--- src/rtl/vram_port_arbiter_pkg.sv ---
// Shared types and constants for the VRAM port A arbiter.
package vram_arb_pkg;

  localparam int ADDR_W = 14;
  localparam int DATA_W = 32;
  localparam int BE_W   = 4;
  localparam int WAIT_W = 8;

  typedef enum logic [1:0] {
    GNT_NONE,
    GNT_PPU,
    GNT_CPU,
    GNT_DMA
  } gnt_t;

  typedef struct packed {
    logic              we;
    logic [BE_W-1:0]   be;
    logic [ADDR_W-1:0] addr;
    logic [DATA_W-1:0] wdata;
  } req_t;

  function automatic logic is_cd_grant(gnt_t g);
    return (g == GNT_CPU) || (g == GNT_DMA);
  endfunction

endpackage

--- src/rtl/vram_port_arbiter_if.sv ---
// Requester and VRAM port A signal bundle; slave is the arbiter side.
interface vram_arb_if #(
  parameter int ADDR_W = vram_arb_pkg::ADDR_W,
  parameter int DATA_W = vram_arb_pkg::DATA_W
);

  logic              ppu_req;
  logic [ADDR_W-1:0] ppu_addr;
  logic              ppu_ack;
  logic              ppu_rvalid;
  logic [DATA_W-1:0] ppu_rdata;

  logic              cpu_req;
  logic              cpu_we;
  logic [3:0]        cpu_be;
  logic [ADDR_W-1:0] cpu_addr;
  logic [DATA_W-1:0] cpu_wdata;
  logic              cpu_ack;
  logic              cpu_rvalid;
  logic [DATA_W-1:0] cpu_rdata;

  logic              dma_req;
  logic              dma_we;
  logic [3:0]        dma_be;
  logic [ADDR_W-1:0] dma_addr;
  logic [DATA_W-1:0] dma_wdata;
  logic              dma_ack;
  logic              dma_rvalid;
  logic [DATA_W-1:0] dma_rdata;

  logic              mem_wren;
  logic [3:0]        mem_byteena;
  logic [ADDR_W-1:0] mem_address;
  logic [DATA_W-1:0] mem_data;
  logic [DATA_W-1:0] mem_q;

  modport slave (
    input  ppu_req, ppu_addr,
    output ppu_ack, ppu_rvalid, ppu_rdata,
    input  cpu_req, cpu_we, cpu_be, cpu_addr, cpu_wdata,
    output cpu_ack, cpu_rvalid, cpu_rdata,
    input  dma_req, dma_we, dma_be, dma_addr, dma_wdata,
    output dma_ack, dma_rvalid, dma_rdata,
    output mem_wren, mem_byteena, mem_address, mem_data,
    input  mem_q
  );

  modport master (
    output ppu_req, ppu_addr,
    input  ppu_ack, ppu_rvalid, ppu_rdata,
    output cpu_req, cpu_we, cpu_be, cpu_addr, cpu_wdata,
    input  cpu_ack, cpu_rvalid, cpu_rdata,
    output dma_req, dma_we, dma_be, dma_addr, dma_wdata,
    input  dma_ack, dma_rvalid, dma_rdata,
    input  mem_wren, mem_byteena, mem_address, mem_data,
    output mem_q
  );

endinterface

--- src/rtl/vram_port_arbiter_rr2.sv ---
// Two-way round-robin picker: winner 0 = CPU, 1 = DMA.
module vram_arb_rr2 (
  input  logic       clock,
  input  logic       reset,
  input  logic [1:0] req,
  input  logic       advance,
  output logic       winner
);

  logic rr_ptr_reg;
  logic rr_ptr_next;

  // A lone requester wins outright; the pointer only breaks ties.
  always_comb begin
    winner      = rr_ptr_reg;
    rr_ptr_next = rr_ptr_reg;
    case (req)
      2'b01:   winner = 1'b0;
      2'b10:   winner = 1'b1;
      default: winner = rr_ptr_reg;
    endcase
    if (advance) begin
      rr_ptr_next = ~winner;
    end
  end

  always_ff @(posedge clock or posedge reset) begin
    if (reset) begin
      rr_ptr_reg <= 1'b0;
    end else begin
      rr_ptr_reg <= rr_ptr_next;
    end
  end

endmodule

--- src/rtl/vram_port_arbiter.sv ---
// Arbitrates VRAM port A between PPU (fixed priority), CPU and DMA (round-robin),
// with a wait counter that forces a CPU/DMA slot through a PPU stream.
module vram_port_arbiter #(
  parameter int ADDR_W   = vram_arb_pkg::ADDR_W,
  parameter int DATA_W   = vram_arb_pkg::DATA_W,
  parameter int MAX_WAIT = 8
) (
  input  logic      clock,
  input  logic      reset,
  vram_arb_if.slave bus
);

  import vram_arb_pkg::gnt_t;
  import vram_arb_pkg::req_t;
  import vram_arb_pkg::GNT_NONE;
  import vram_arb_pkg::GNT_PPU;
  import vram_arb_pkg::GNT_CPU;
  import vram_arb_pkg::GNT_DMA;
  import vram_arb_pkg::WAIT_W;
  import vram_arb_pkg::is_cd_grant;

  localparam logic [WAIT_W-1:0] WAIT_LIMIT = WAIT_W'(MAX_WAIT);

  gnt_t              gnt;
  req_t              cpu_r;
  req_t              dma_r;
  req_t              sel_r;
  logic              cd_any;
  logic              forced;
  logic              rr_winner;
  logic              rr_advance;
  logic [2:0]        rd_grant;
  logic [WAIT_W-1:0] wait_cnt_reg;
  logic [WAIT_W-1:0] wait_cnt_next;

  assign cpu_r = '{we: bus.cpu_we, be: bus.cpu_be, addr: bus.cpu_addr, wdata: bus.cpu_wdata};
  assign dma_r = '{we: bus.dma_we, be: bus.dma_be, addr: bus.dma_addr, wdata: bus.dma_wdata};

  assign cd_any = bus.cpu_req | bus.dma_req;
  assign forced = cd_any && (wait_cnt_reg == WAIT_LIMIT);

  vram_arb_rr2 u_rr (
    .clock   (clock),
    .reset   (reset),
    .req     ({bus.dma_req, bus.cpu_req}),
    .advance (rr_advance),
    .winner  (rr_winner)
  );

  // Grant is held off while reset is asserted so the port stays quiet.
  always_comb begin
    gnt = GNT_NONE;
    if (!reset) begin
      if (forced) begin
        gnt = rr_winner ? GNT_DMA : GNT_CPU;
      end else if (bus.ppu_req) begin
        gnt = GNT_PPU;
      end else if (cd_any) begin
        gnt = rr_winner ? GNT_DMA : GNT_CPU;
      end
    end
  end

  assign rr_advance  = is_cd_grant(gnt);
  assign bus.ppu_ack = (gnt == GNT_PPU);
  assign bus.cpu_ack = (gnt == GNT_CPU);
  assign bus.dma_ack = (gnt == GNT_DMA);

  assign sel_r = (gnt == GNT_DMA) ? dma_r : cpu_r;

  always_comb begin
    bus.mem_wren    = 1'b0;
    bus.mem_byteena = '0;
    bus.mem_address = '0;
    bus.mem_data    = '0;
    case (gnt)
      GNT_PPU: begin
        bus.mem_address = bus.ppu_addr;
      end
      GNT_CPU, GNT_DMA: begin
        bus.mem_address = sel_r.addr;
        bus.mem_data    = sel_r.wdata;
        bus.mem_byteena = sel_r.be;
        bus.mem_wren    = sel_r.we && (sel_r.be != '0);
      end
      default: begin
        bus.mem_wren = 1'b0;
      end
    endcase
  end

  // Index 0 = PPU (always a read), 1 = CPU, 2 = DMA.
  assign rd_grant = {(gnt == GNT_DMA) && !bus.dma_we,
                     (gnt == GNT_CPU) && !bus.cpu_we,
                     (gnt == GNT_PPU)};

  for (genvar gi = 0; gi < 3; gi++) begin : g_ret
    logic              rvalid_reg;
    logic [DATA_W-1:0] rdata_reg;

    always_ff @(posedge clock or posedge reset) begin
      if (reset) begin
        rvalid_reg <= 1'b0;
        rdata_reg  <= '0;
      end else begin
        rvalid_reg <= rd_grant[gi];
        if (rd_grant[gi]) begin
          rdata_reg <= bus.mem_q;
        end
      end
    end
  end

  assign bus.ppu_rvalid = g_ret[0].rvalid_reg;
  assign bus.ppu_rdata  = g_ret[0].rdata_reg;
  assign bus.cpu_rvalid = g_ret[1].rvalid_reg;
  assign bus.cpu_rdata  = g_ret[1].rdata_reg;
  assign bus.dma_rvalid = g_ret[2].rvalid_reg;
  assign bus.dma_rdata  = g_ret[2].rdata_reg;

  // Counts cycles a pending CPU/DMA request has been passed over.
  always_comb begin
    wait_cnt_next = wait_cnt_reg;
    if (rr_advance || !cd_any) begin
      wait_cnt_next = '0;
    end else if (wait_cnt_reg < WAIT_LIMIT) begin
      wait_cnt_next = wait_cnt_reg + 1'b1;
    end
  end

  always_ff @(posedge clock or posedge reset) begin
    if (reset) begin
      wait_cnt_reg <= '0;
    end else begin
      wait_cnt_reg <= wait_cnt_next;
    end
  end

endmodule

--- src/flat_wrapper.sv ---
// flat-port wrapper written by rule: the top's interface ports become plain ports
module vram_port_arbiter_flat import vram_arb_pkg::gnt_t; import vram_arb_pkg::req_t; import vram_arb_pkg::GNT_NONE; import vram_arb_pkg::GNT_PPU; import vram_arb_pkg::GNT_CPU; import vram_arb_pkg::GNT_DMA; import vram_arb_pkg::WAIT_W; import vram_arb_pkg::is_cd_grant;
#(
  parameter int ADDR_W   = vram_arb_pkg::ADDR_W,
  parameter int DATA_W   = vram_arb_pkg::DATA_W,
  parameter int MAX_WAIT = 8
)
  (clock, reset, bus_ppu_req, bus_ppu_addr, bus_ppu_ack, bus_ppu_rvalid, bus_ppu_rdata, bus_cpu_req, bus_cpu_we, bus_cpu_be, bus_cpu_addr, bus_cpu_wdata, bus_cpu_ack, bus_cpu_rvalid, bus_cpu_rdata, bus_dma_req, bus_dma_we, bus_dma_be, bus_dma_addr, bus_dma_wdata, bus_dma_ack, bus_dma_rvalid, bus_dma_rdata, bus_mem_wren, bus_mem_byteena, bus_mem_address, bus_mem_data, bus_mem_q);
  vram_arb_if #(.ADDR_W(ADDR_W), .DATA_W(DATA_W)) bus_i ();
  input  logic clock;
  input  logic reset;
  input wire logic [$bits(bus_i.ppu_req)-1:0] bus_ppu_req;
  input wire logic [$bits(bus_i.ppu_addr)-1:0] bus_ppu_addr;
  output wire logic [$bits(bus_i.ppu_ack)-1:0] bus_ppu_ack;
  output wire logic [$bits(bus_i.ppu_rvalid)-1:0] bus_ppu_rvalid;
  output wire logic [$bits(bus_i.ppu_rdata)-1:0] bus_ppu_rdata;
  input wire logic [$bits(bus_i.cpu_req)-1:0] bus_cpu_req;
  input wire logic [$bits(bus_i.cpu_we)-1:0] bus_cpu_we;
  input wire logic [$bits(bus_i.cpu_be)-1:0] bus_cpu_be;
  input wire logic [$bits(bus_i.cpu_addr)-1:0] bus_cpu_addr;
  input wire logic [$bits(bus_i.cpu_wdata)-1:0] bus_cpu_wdata;
  output wire logic [$bits(bus_i.cpu_ack)-1:0] bus_cpu_ack;
  output wire logic [$bits(bus_i.cpu_rvalid)-1:0] bus_cpu_rvalid;
  output wire logic [$bits(bus_i.cpu_rdata)-1:0] bus_cpu_rdata;
  input wire logic [$bits(bus_i.dma_req)-1:0] bus_dma_req;
  input wire logic [$bits(bus_i.dma_we)-1:0] bus_dma_we;
  input wire logic [$bits(bus_i.dma_be)-1:0] bus_dma_be;
  input wire logic [$bits(bus_i.dma_addr)-1:0] bus_dma_addr;
  input wire logic [$bits(bus_i.dma_wdata)-1:0] bus_dma_wdata;
  output wire logic [$bits(bus_i.dma_ack)-1:0] bus_dma_ack;
  output wire logic [$bits(bus_i.dma_rvalid)-1:0] bus_dma_rvalid;
  output wire logic [$bits(bus_i.dma_rdata)-1:0] bus_dma_rdata;
  output wire logic [$bits(bus_i.mem_wren)-1:0] bus_mem_wren;
  output wire logic [$bits(bus_i.mem_byteena)-1:0] bus_mem_byteena;
  output wire logic [$bits(bus_i.mem_address)-1:0] bus_mem_address;
  output wire logic [$bits(bus_i.mem_data)-1:0] bus_mem_data;
  input wire logic [$bits(bus_i.mem_q)-1:0] bus_mem_q;
  assign bus_i.ppu_req = bus_ppu_req;
  assign bus_i.ppu_addr = bus_ppu_addr;
  assign bus_ppu_ack = bus_i.ppu_ack;
  assign bus_ppu_rvalid = bus_i.ppu_rvalid;
  assign bus_ppu_rdata = bus_i.ppu_rdata;
  assign bus_i.cpu_req = bus_cpu_req;
  assign bus_i.cpu_we = bus_cpu_we;
  assign bus_i.cpu_be = bus_cpu_be;
  assign bus_i.cpu_addr = bus_cpu_addr;
  assign bus_i.cpu_wdata = bus_cpu_wdata;
  assign bus_cpu_ack = bus_i.cpu_ack;
  assign bus_cpu_rvalid = bus_i.cpu_rvalid;
  assign bus_cpu_rdata = bus_i.cpu_rdata;
  assign bus_i.dma_req = bus_dma_req;
  assign bus_i.dma_we = bus_dma_we;
  assign bus_i.dma_be = bus_dma_be;
  assign bus_i.dma_addr = bus_dma_addr;
  assign bus_i.dma_wdata = bus_dma_wdata;
  assign bus_dma_ack = bus_i.dma_ack;
  assign bus_dma_rvalid = bus_i.dma_rvalid;
  assign bus_dma_rdata = bus_i.dma_rdata;
  assign bus_mem_wren = bus_i.mem_wren;
  assign bus_mem_byteena = bus_i.mem_byteena;
  assign bus_mem_address = bus_i.mem_address;
  assign bus_mem_data = bus_i.mem_data;
  assign bus_i.mem_q = bus_mem_q;
  vram_port_arbiter #(.ADDR_W(ADDR_W), .DATA_W(DATA_W), .MAX_WAIT(MAX_WAIT)) u_core (.clock(clock), .reset(reset), .bus(bus_i));
endmodule
--- config.mk ---
export PLATFORM = sky130hd
export DESIGN_NAME = vram_port_arbiter_flat
export DESIGN_NICKNAME = d
export VERILOG_FILES = /design/src/rtl/vram_port_arbiter_pkg.sv /design/src/rtl/vram_port_arbiter_if.sv /design/src/rtl/vram_port_arbiter_rr2.sv /design/src/rtl/vram_port_arbiter.sv /design/src/flat_wrapper.sv
export SDC_FILE = /design/constraint.sdc
export NUM_CORES = 1
export LEC_CHECK = 0
export BUFFER_PORTS_ARGS = -buffer_cell sky130_fd_sc_hd__buf_2
export CAP_MARGIN = 20
export CORE_AREA = 2 2 119 121
export CTS_CLUSTER_DIAMETER = 150
export DETAILED_ROUTE_END_ITERATION = 7
export DIE_AREA = 0 0 121 123
export GPL_TIMING_DRIVEN = 0
export PLACE_DENSITY = 0.73
export SLEW_MARGIN = 20
export SYNTH_ARGS = -nofsm -noshare
export SYNTH_HDL_FRONTEND = slang
export SYNTH_SLANG_ARGS = --single-unit
export TNS_END_PERCENT = 100
--- constraint.sdc ---
create_clock -name clock -period 8.9 [get_ports clock]
set_clock_uncertainty 0.1 [all_clocks]
set_input_delay 0.445 -clock clock [delete_from_list [all_inputs] [get_ports clock]]
set_output_delay 0.445 -clock clock [all_outputs]
set_load 0.01 [all_outputs]
==> impl_results.md <==
* Post-route ant nets at 0
* Setup Fix Bufs, Post-CTS at 0
* Clock-pin slew on the worst setup and hold paths at 0.07 ns
* CTS H-tree lvls at 3
* Initial core utilization at 37.4%
* Worst-Skew Late Latency at 0.34 ns
* Vias at 4406
* Flop-to-flop setup slack at 6.00 ns
* Core Area at 13600 sq um
* Startpoint types: register
* R2r endpoint: u_core.bus.cpu_rdata[26]$_DFFE_PP0P_
* MaxCap Viol Count at 0
* Die Y at 123 microns
* Die X at 121 microns
* Via/cell ratio at 4.81
* Worst-Margin Slew at 0.888 ns
* Dpl cells at 901
* RR Startpoint: u_core.wait_cnt_reg[0]$_DFFE_PP0P_
* DRC Markers at 0
* Crit end category: output port
* Total wire length at 15.7 mm
* Yosys cell types at 27
* Row cnt at 43
* Final setup fails at 0
* Peak supply drop at 177 uV
* Worst hold path class: in2async
* Root Driver: clkbuf_16
* Hpwl dp at 12.4 mm
* Yosys warnings at 0
* FF-to-FF path depth at 7
* Synthesized instance count at 415
* Antenna violations before repair at 0
* FF+latch count, synth at 108
* Num Clock Sinks at 108
* Largest net degree at the start of global routing at 68
* Synthesized area at 5090 sq um
* Outcome: finished, final reports clean
* RSZ-0062 raised after global routing: false
* Total Power at 1.78 mW
* Clock tree buffer depth at 2
* GRT Util Overall at 20.1%
* N_diodes at 0
* Synth top area share at 53.0%
* # nets final at 889
* Dominant cells by area after synthesis: dfrtp_1 (53%), mux2_2 (15%), mux2_4 (8.5%)
* I/O Buffers at 305
* Area Overhead vs Synth at 41.6%
* Async S/R FF share, synth at 100%
* Setup TNS at 0 ns
* PostCTS Resize Cnt at 0
* Max Slew Vio Count at 0
* Post-route insts no fill at 916
* Layout cells sized above 1 at 59.0%
* Post-synthesis sequential area ratio at 53.0%
* LEAKAGE at 3.83 nW
* Final hold viol count at 0
* EDFF count, synth at 0
* Final period util at 42.8%
* DR pass1 iterations at 5
* Syn_area_per_cell at 12.3 sq um
* Setup CP Type: reg2out
* Most frequent cell after synthesis: dfrtp_1
* Hold_buf cts at 0
* Pwr dens at 246 nW/um^2
* First-pass GRT wire length at 23.1 mm
* Slew HR at 40.6%
* Die area at 14900 sq um
* Worst Path Required at 8.36 ns
* Num CTS Buffers at 9
* Period minus WS final at 3.81 ns
* I/O pins at 306
* Final GP Congestion at 0.925
* Iter 0 DRT Violations at 207
* CTS tree: yes
* Number of global-route vias before repair at 4294
* Wire per inst at 17.2 microns
* Gr ovfl total at 0
* Synth top cells by count: dfrtp_1 (108), nand2_1 (72), mux2_2 (68)
* Syn nets at 572
* Worst EP arrival at 3.27 ns
* Area leader, netlist: dfrtp_1
* Top FF cell, synth: dfrtp_1
* Max Fclk at 0.262 GHz
* Worst Path Max Fanout at 11
[power breakdown]
| group | internal (mW) | total (mW) | switching [mW] | leakage [nW] |
|---|---|---|---|---|
| clock | 0.263 | 0.436 | 0.173 | 0.164 |
| combinational | 0.316 | 0.618 | 0.302 | 2.35 |
| sequential | 0.640 | 0.722 | 0.0813 | 1.31 |
| total | 1.22 | 1.78 | 0.556 | 3.83 |
[cells in the final DEF, fill, tap and decap left out, drive strengths merged, types with 4 or more instances in the layout]
master / netlist / final
clkbuf: 19 / 30
mux2i: 16 / 16
inv: 6 / 8
o2bb2ai: 14 / 14
ha: 4 / 4
nor2: 8 / 8
nor3b: 5 / 5
a21oi: 36 / 36
nand2: 72 / 72
dfrtp: 108 / 108
mux2: 97 / 97
nor3: 4 / 4
buf: 10 / 316
[per-layer routing]
metal  track usage [%]  share of wire [%]  vias to the layer above
met2              34.0                 48                      220
met3              6.23                9.2                       26
met4              7.41                2.5                        0
met1              24.3                 40                     2081
li1                  -                  -                     2079
met5                 0                  0                        -
[metrics by stage]
step / area (sq um) / hold WS, ns / util [%] / worst slack [ns]
2_1_floorplan: 5090 / 0.380 / - / 5.51
3_3_place_gp: 6850 / 0.384 / 50.3 / 4.16
3_5_place_dp: 6880 / 0.386 / 50.5 / 5.19
4_1_cts: 7210 / 0.0776 / 53.0 / 5.10
5_1_grt: 7210 / 0.101 / 53.0 / 4.87
6_report: 7210 / 0.0668 / 53.0 / 5.09
[worst max path at each step]
stage | startpoint | to | slack, ns | cells after the start
2_1_floorplan | reset | u_core.bus.cpu_rdata[0]$_DFFE_PP0P_ | 5.51 | 1
3_3_place_gp | reset | u_core.bus.ppu_rdata[10]$_DFFE_PP0N_ | 4.16 | 2
3_5_place_dp | bus_dma_req | bus_mem_address[12] | 5.19 | 9
4_1_cts | u_core.wait_cnt_reg[0]$_DFFE_PP0P_ | bus_mem_address[12] | 5.10 | 10
5_1_grt | u_core.wait_cnt_reg[0]$_DFFE_PP0P_ | bus_mem_address[12] | 4.87 | 10
6_report | u_core.wait_cnt_reg[0]$_DFFE_PP0P_ | bus_mem_address[9] | 5.09 | 10
[logic make-up after synthesis]
kind of cell,Yosys count,synth area share [%]
adders and majority gates,4,0.982
muxes,113,26.7
AOI/OAI and AO/OA,56,7.10
and+or+nand+nor,97,8.55
DFF,108,53.0
xor gates and xnor gates,2,0.344
buffers and inverters,35,3.27
[layout make-up]
class	instances	area (sq um)
multi-input cells	272	2230
repair buffers	306	1550
inverters	6	27.5
fillers	1239	6400
flip-flops and latches	108	2700
well taps	180	225
clock buffers	11	253
clock inverters	4	80.1
plain buffers	29	144
[critical path, stage by stage, from the launching register on]
cell	delay, ns
dfrtp_1	0.41
inv_1	0.06
ha_1	0.19
or4bb_1	0.20
o21ai_0	0.14
nor2_1	0.23
buf_2	0.34
buf_1	0.43
clkbuf_1	0.57
o2bb2ai_1	0.20
buf_2	0.17
Note: power is estimated with default switching activity, not from simulation.
